<file path="config.mk">
export PLATFORM = sky130hd
export DESIGN_NAME = exposure_timer_ctrl
export DESIGN_NICKNAME = d
export VERILOG_FILES = /design/src/rtl/exposure_timer_ctrl.sv
export SDC_FILE = /design/constraint.sdc
export NUM_CORES = 1
export LEC_CHECK = 0
export CORE_ASPECT_RATIO = 0.75
export CORE_MARGIN = 10
export CORE_UTILIZATION = 42
export DETAILED_ROUTE_END_ITERATION = 16
export SYNTH_ARGS = -nofsm -noshare
export SYNTH_HDL_FRONTEND = slang
export SYNTH_SLANG_ARGS = --single-unit
</file>
<file path="constraint.sdc">
create_clock -name Clk -period 2.7 [get_ports Clk]
set_clock_uncertainty 0.2 [all_clocks]
set_input_delay 0.54 -clock Clk [delete_from_list [all_inputs] [get_ports Clk]]
set_output_delay 0.54 -clock Clk [all_outputs]
set_load 0.005 [all_outputs]
</file>
<file path="src/rtl/exposure_timer_ctrl.sv">
// rtl/exposure_timer_ctrl.sv - programmable exposure-time controller for the exposure/readout sequencer
//
// Ports:
//   Clk          in   system clock, rising edge
//   Reset        in   asynchronous, active-high reset
//   Init         in   start-exposure request (level, rising edge acts)
//   Exp_increase in   button, rising edge adds one tick (IDLE only)
//   Exp_decrease in   button, rising edge removes one tick (IDLE only)
//   Expose       in   exposure-active flag from the sequencer
//   Ovf5         out  one-cycle pulse when the exposure time has elapsed
//   Exp_time     out  programmed exposure time in ticks
//   Count        out  remaining ticks, 0 when not counting
//   Timer_busy   out  high whenever the FSM is not in IDLE
//   Fault        out  one-cycle pulse on start timeout or exposure abort
module exposure_timer_ctrl #(
  parameter int CNT_W       = 5,
  parameter int EXP_MIN     = 2,
  parameter int EXP_MAX     = 30,
  parameter int EXP_DEFAULT = 16,
  parameter int TICK_DIV    = 4,
  parameter int WAIT_LIMIT  = 4
) (
  input  logic             Clk,
  input  logic             Reset,
  input  logic             Init,
  input  logic             Exp_increase,
  input  logic             Exp_decrease,
  input  logic             Expose,
  output logic             Ovf5,
  output logic [CNT_W-1:0] Exp_time,
  output logic [CNT_W-1:0] Count,
  output logic             Timer_busy,
  output logic             Fault
);

  localparam int PS_W = (TICK_DIV > 1) ? $clog2(TICK_DIV) : 1;
  localparam int WT_W = (WAIT_LIMIT > 1) ? $clog2(WAIT_LIMIT) : 1;

  typedef enum logic [1:0] {
    S_IDLE,
    S_WAIT_EXP,
    S_COUNT,
    S_DONE
  } state_t;

  state_t            state, state_nxt;
  logic [PS_W-1:0]   presc, presc_nxt;
  logic [WT_W-1:0]   wait_cnt, wait_nxt;
  logic [CNT_W-1:0]  count_nxt, exp_nxt;
  logic              ovf_nxt, fault_nxt;
  logic              init_prev, inc_prev, dec_prev;
  logic              init_edge, inc_edge, dec_edge;

  // Edges are taken against last cycle's level, so a held button acts once.
  assign init_edge = Init & ~init_prev;
  assign inc_edge  = Exp_increase & ~inc_prev;
  assign dec_edge  = Exp_decrease & ~dec_prev;

  always_ff @(posedge Clk or posedge Reset) begin
    if (Reset) begin
      state      <= S_IDLE;
      presc      <= '0;
      wait_cnt   <= '0;
      Count      <= '0;
      Exp_time   <= CNT_W'(EXP_DEFAULT);
      Ovf5       <= 1'b0;
      Fault      <= 1'b0;
      Timer_busy <= 1'b0;
      init_prev  <= 1'b0;
      inc_prev   <= 1'b0;
      dec_prev   <= 1'b0;
    end else begin
      state      <= state_nxt;
      presc      <= presc_nxt;
      wait_cnt   <= wait_nxt;
      Count      <= count_nxt;
      Exp_time   <= exp_nxt;
      Ovf5       <= ovf_nxt;
      Fault      <= fault_nxt;
      Timer_busy <= (state_nxt != S_IDLE);
      init_prev  <= Init;
      inc_prev   <= Exp_increase;
      dec_prev   <= Exp_decrease;
    end
  end

  always_comb begin
    state_nxt = state;
    presc_nxt = presc;
    wait_nxt  = wait_cnt;
    count_nxt = Count;
    exp_nxt   = Exp_time;
    ovf_nxt   = 1'b0;
    fault_nxt = 1'b0;

    case (state)
      S_IDLE: begin
        count_nxt = '0;
        // Init wins over a simultaneous adjust so the pre-edge time is loaded.
        if (init_edge) begin
          state_nxt = S_WAIT_EXP;
          count_nxt = Exp_time;
          wait_nxt  = '0;
        end else if (inc_edge && !dec_edge) begin
          if (Exp_time < CNT_W'(EXP_MAX)) exp_nxt = Exp_time + CNT_W'(1);
        end else if (dec_edge && !inc_edge) begin
          if (Exp_time > CNT_W'(EXP_MIN)) exp_nxt = Exp_time - CNT_W'(1);
        end
      end

      S_WAIT_EXP: begin
        if (Expose) begin
          state_nxt = S_COUNT;
          presc_nxt = '0;
        end else if (wait_cnt == WT_W'(WAIT_LIMIT - 1)) begin
          state_nxt = S_IDLE;
          fault_nxt = 1'b1;
          count_nxt = '0;
        end else begin
          wait_nxt = wait_cnt + WT_W'(1);
        end
      end

      S_COUNT: begin
        // Abort is checked first: losing Expose on the final prescaler cycle
        // is still an abort, since expiry has not yet been reached.
        if (!Expose) begin
          state_nxt = S_IDLE;
          fault_nxt = 1'b1;
          count_nxt = '0;
        end else if (presc == PS_W'(TICK_DIV - 1)) begin
          presc_nxt = '0;
          if (Count == CNT_W'(1)) begin
            state_nxt = S_DONE;
            ovf_nxt   = 1'b1;
            count_nxt = '0;
          end else begin
            count_nxt = Count - CNT_W'(1);
          end
        end else begin
          presc_nxt = presc + PS_W'(1);
        end
      end

      S_DONE: begin
        count_nxt = '0;
        if (!Expose) state_nxt = S_IDLE;
      end

      default: begin
        state_nxt = S_IDLE;
        count_nxt = '0;
      end
    endcase
  end

endmodule

</file>
==> results by group <==
Synthesis
  – Simple-Gate Fraction of Synth Area: between 15 and 20%
  – Seq cells post-synth: 22
  – Main combinational cell family by area after synthesis: simple AND/OR/NAND/NOR gates
  – Post-synth ARST share: between 90% and 100%
  – Synth Area in Adders: 13.2%
  – Mean post-synth cell area: 9.91 sq um
  – Seq/Total Area, Yosys: a little over two fifths
  – Syn Inst Count: 130
  – Synth Area in Compound Gates: between 10% and 20%
  – Synth Cell Area: ~0.0013 sq mm
  – Primary FF master, synth: dfrtp_1
  – Syn nets: roughly 150
  – Netlist cell types: 37
  – Synth warnings: 0
  – Number of flops mapped to enable cells by yosys: 0
  – Mux contribution to synthesized area: 0.777%
  – Post-synthesis xor/xnor area fraction: 3.40%

Power and ir drop
  – Sequential share of power: around a third
  – Maximum vdd drop: 490 uV
  – Switching Fraction: between 30% and 40%
  – Psw: between 0.6 and 0.7 mW
  – Gate power share: between 40% and 50%
  – Int Pwr: slightly above 1 mW
  – Clock power frac: between 10% and 20%
  – PwrDens: about 1000 mW/mm^2
  – Overall Power: 1.63 mW
  – Leak: 0.676 nW

Clock network
  – Root Driver: clkbuf_8
  – H-tree Lvls: 1
  – Cts hold-fix bufs: 0
  – Clock Pin Slew Worst Setup and Hold Paths: roughly 0.08 ns
  – Worst-skew pair later-pin latency: about 0.26 ns
  – # Post-CTS Setup Buffers: 0
  – PostCTS Resize Cnt: 0
  – CTS Buf Count: 3
  – CTS tree: yes
  – Clock buffer depth: 2
  – Clock net sink count: 22

Timing
  – Measured slew at the worst slew-check pin: just under 0.5 ns
  – Post-Route Setup TNS: 0 ns
  – Final Max Tran Viols: 0
  – Worst setup margin: between 0.2 and 0.3 ns
  – Slew headroom: about two thirds
  – Fin. Hold Viols: 0
  – FMAX: approximately 0.4 GHz
  – Final setup violation count: 0
  – Crit share post-route: ~91%
  – Tmin final: ~2.4 ns
  – RSZ-0062 raised after global routing: false
  – WHS: ~0.30 ns

Worst setup path
  – Setup crit start kind: input pin
  – Slowest stage delay, CP: 0.47 ns
  – Critical path type: input pin to flip-flop
  – R2R depth: 6
  – Reg-to-reg endpoint: Exp_time[4]
  – CP max FO: 4
  – Worst EP arrival: 2.45 ns
  – CP endpoint kind: flip-flop
  – Flop-to-flop setup slack: roughly 0.55 ns
  – Worst Setup EP: Exp_time[4]
  – RR Startpoint: state[0]
  – Critical-path top delay cell: clkdlybuf4s50_1
  – CP startpoint: Exp_increase
  – CP most frequent cell: ha_1
  – Crit-path cells: clkdlybuf4s50_1, nor2b_1, ha_1, inv_1, ha_1, nand2b_1, a21oi_1, xnor2_1, nor2_4, xor2_1
  – Worst EP required: roughly 2.7 ns

Hold path
  – Hold Path Class: flip-flop to flip-flop

GRT
  – First-pass GRT wire length: ~4.4 mm
  – Global Route Usage Sum: 9.14%
  – Initial antenna violation count: 0
  – Pin count of the biggest net entering global routing: 23
  – Grt ovf: 0
  – Number of global-route vias before repair: around 970

Routing
  – Drt first-iter violations: 48
  – Routed WL: 2.49 mm
  – Wire length per cell: around 13 um
  – Final ANT Viol Nets: 0
  – Via Count: ~970
  – Remaining DRCs: 0
  – DRT Pass-1 Iters: 4
  – Drt via density: a little over 5

Placement
  – # port buffers: 18
  – Hpwl dp: about 2.0 mm
  – RD Place Congestion: 0.860
  – Post-placement setup slack: -0.0316 ns
  – Placed insts: 185

Cells and area
  – Finished Layout Cells: 189
  – # diodes: 0
  – Ratio of cells with drive above 1 in the final layout: about a tenth
  – Synthesis-to-finish area growth: 22.2%
  – Most frequent cells in the layout: 21 x dfrtp_1, 18 x clkdlybuf4s50_1, 14 x inv_1, 13 x o21ai_0, 12 x ha_1
  – Filler cells: roughly 250
  – Final net count: between 150 and 200
  – Commonest non-fill, non-tap cell in the layout: dfrtp_1

Die
  – Starting density of the core: 43.9%
  – # rows: 17
  – Core footprint: roughly 0.003 sq mm
  – Ports: 19
  – Die extent in y: 68.0 um
  – Chip Width: around 84 um
  – Die ar.: between 0.005 and 0.006 sq mm

Run status
  – Status: finished clean

Flow run
  – Max-cap violation count: 0
stage by stage:
step / util, % / area (sq um)
floorplan: - / 1290
global placement: 51.2 / 1500
detailed placement: 51.2 / 1500
CTS: 53.7 / 1580
global route: 53.7 / 1580
finish: 53.7 / 1580
metal layers:
layer  GRT usage, %  part of all wire, %  vias up
li1               -                    -      497
met1           11.3                   48      451
met2           14.9                   45       15
met3           3.80                  5.9        2
met4           1.88                 0.40        0
met5              0                    0        -
sequential cells by signal, indices dropped and copies added, names as in the netlist:
signal / cells
Count: 5
Exp_time: 5
presc: 2
state: 2
wait_cnt: 2
Fault: 1
Ovf5: 1
Timer_busy: 1
dec_prev: 1
inc_prev: 1
init_prev: 1
kinds of logic (layout without fill, tap and decap cells):
| kind of cell | after synthesis | in the layout |
|---|---|---|
| adders and majority gates | 13 | 13 |
| AOI/OAI and AO/OA | 35 | 35 |
| xor gates and xnor gates | 5 | 5 |
| muxes | 1 | 1 |
| buffers and inverters | 17 | 38 |
| and+or+nand+nor | 37 | 37 |
| DFF | 22 | 22 |
cells in the mapped netlist (all sizes together), types with 3 or more instances:
library cell | instances | area (sq um)
dfrtp | 21 | 526
nor3b | 3 | 27.5
inv | 14 | 52.6
xor2 | 3 | 26.3
nor3 | 4 | 20.0
a21oi | 10 | 50.1
o21ai | 13 | 65.1
ha | 12 | 150
nor2 | 10 | 45.0
nand2b | 3 | 21.3
nand2 | 7 | 33.8
buf | 3 | 27.5
worst min-delay path by stage:
| stage | from | end | slack, ns | depth (start not counted) |
|---|---|---|---|---|
| 2_1_floorplan | presc[0] | presc[0] | 0.26 | 1 |
| 3_3_place_gp | presc[1] | presc[1] | 0.28 | 1 |
| 3_5_place_dp | presc[1] | presc[1] | 0.29 | 1 |
| 4_1_cts | presc[1] | presc[1] | 0.31 | 1 |
| 5_1_grt | presc[0] | presc[0] | 0.32 | 1 |
| 6_report | presc[0] | presc[0] | 0.30 | 1 |
worst max-delay path, delay by kind of cell:
family / cells / cell delay, ns
buf+inv: 2 / 0.59
fa+ha+maj: 2 / 0.58
xor+xnor: 2 / 0.33
simple gates: 3 / 0.25
compound gates: 1 / 0.16
layout make-up:
class	instances	area [sq um]	share of cell area [%]
multi-input combinational	91	657	41.7
tap	38	47.5	3.02
clock inverter	1	30.0	1.91
timing repair buffer	20	195	12.4
sequential	22	552	35.0
inverter	14	52.6	3.34
clock buffer	3	41.3	2.62
power groups by stage:
stage	registers (mW)	logic, mW	clock network [mW]
detailed placement	0.556	0.777	0
CTS	0.549	0.783	0.313
floorplan	0.543	0.524	0
global route	0.568	0.891	0.325
global placement	0.553	0.765	0
finish	0.546	0.777	0.303
Note: power is estimated with default switching activity, not from simulation.
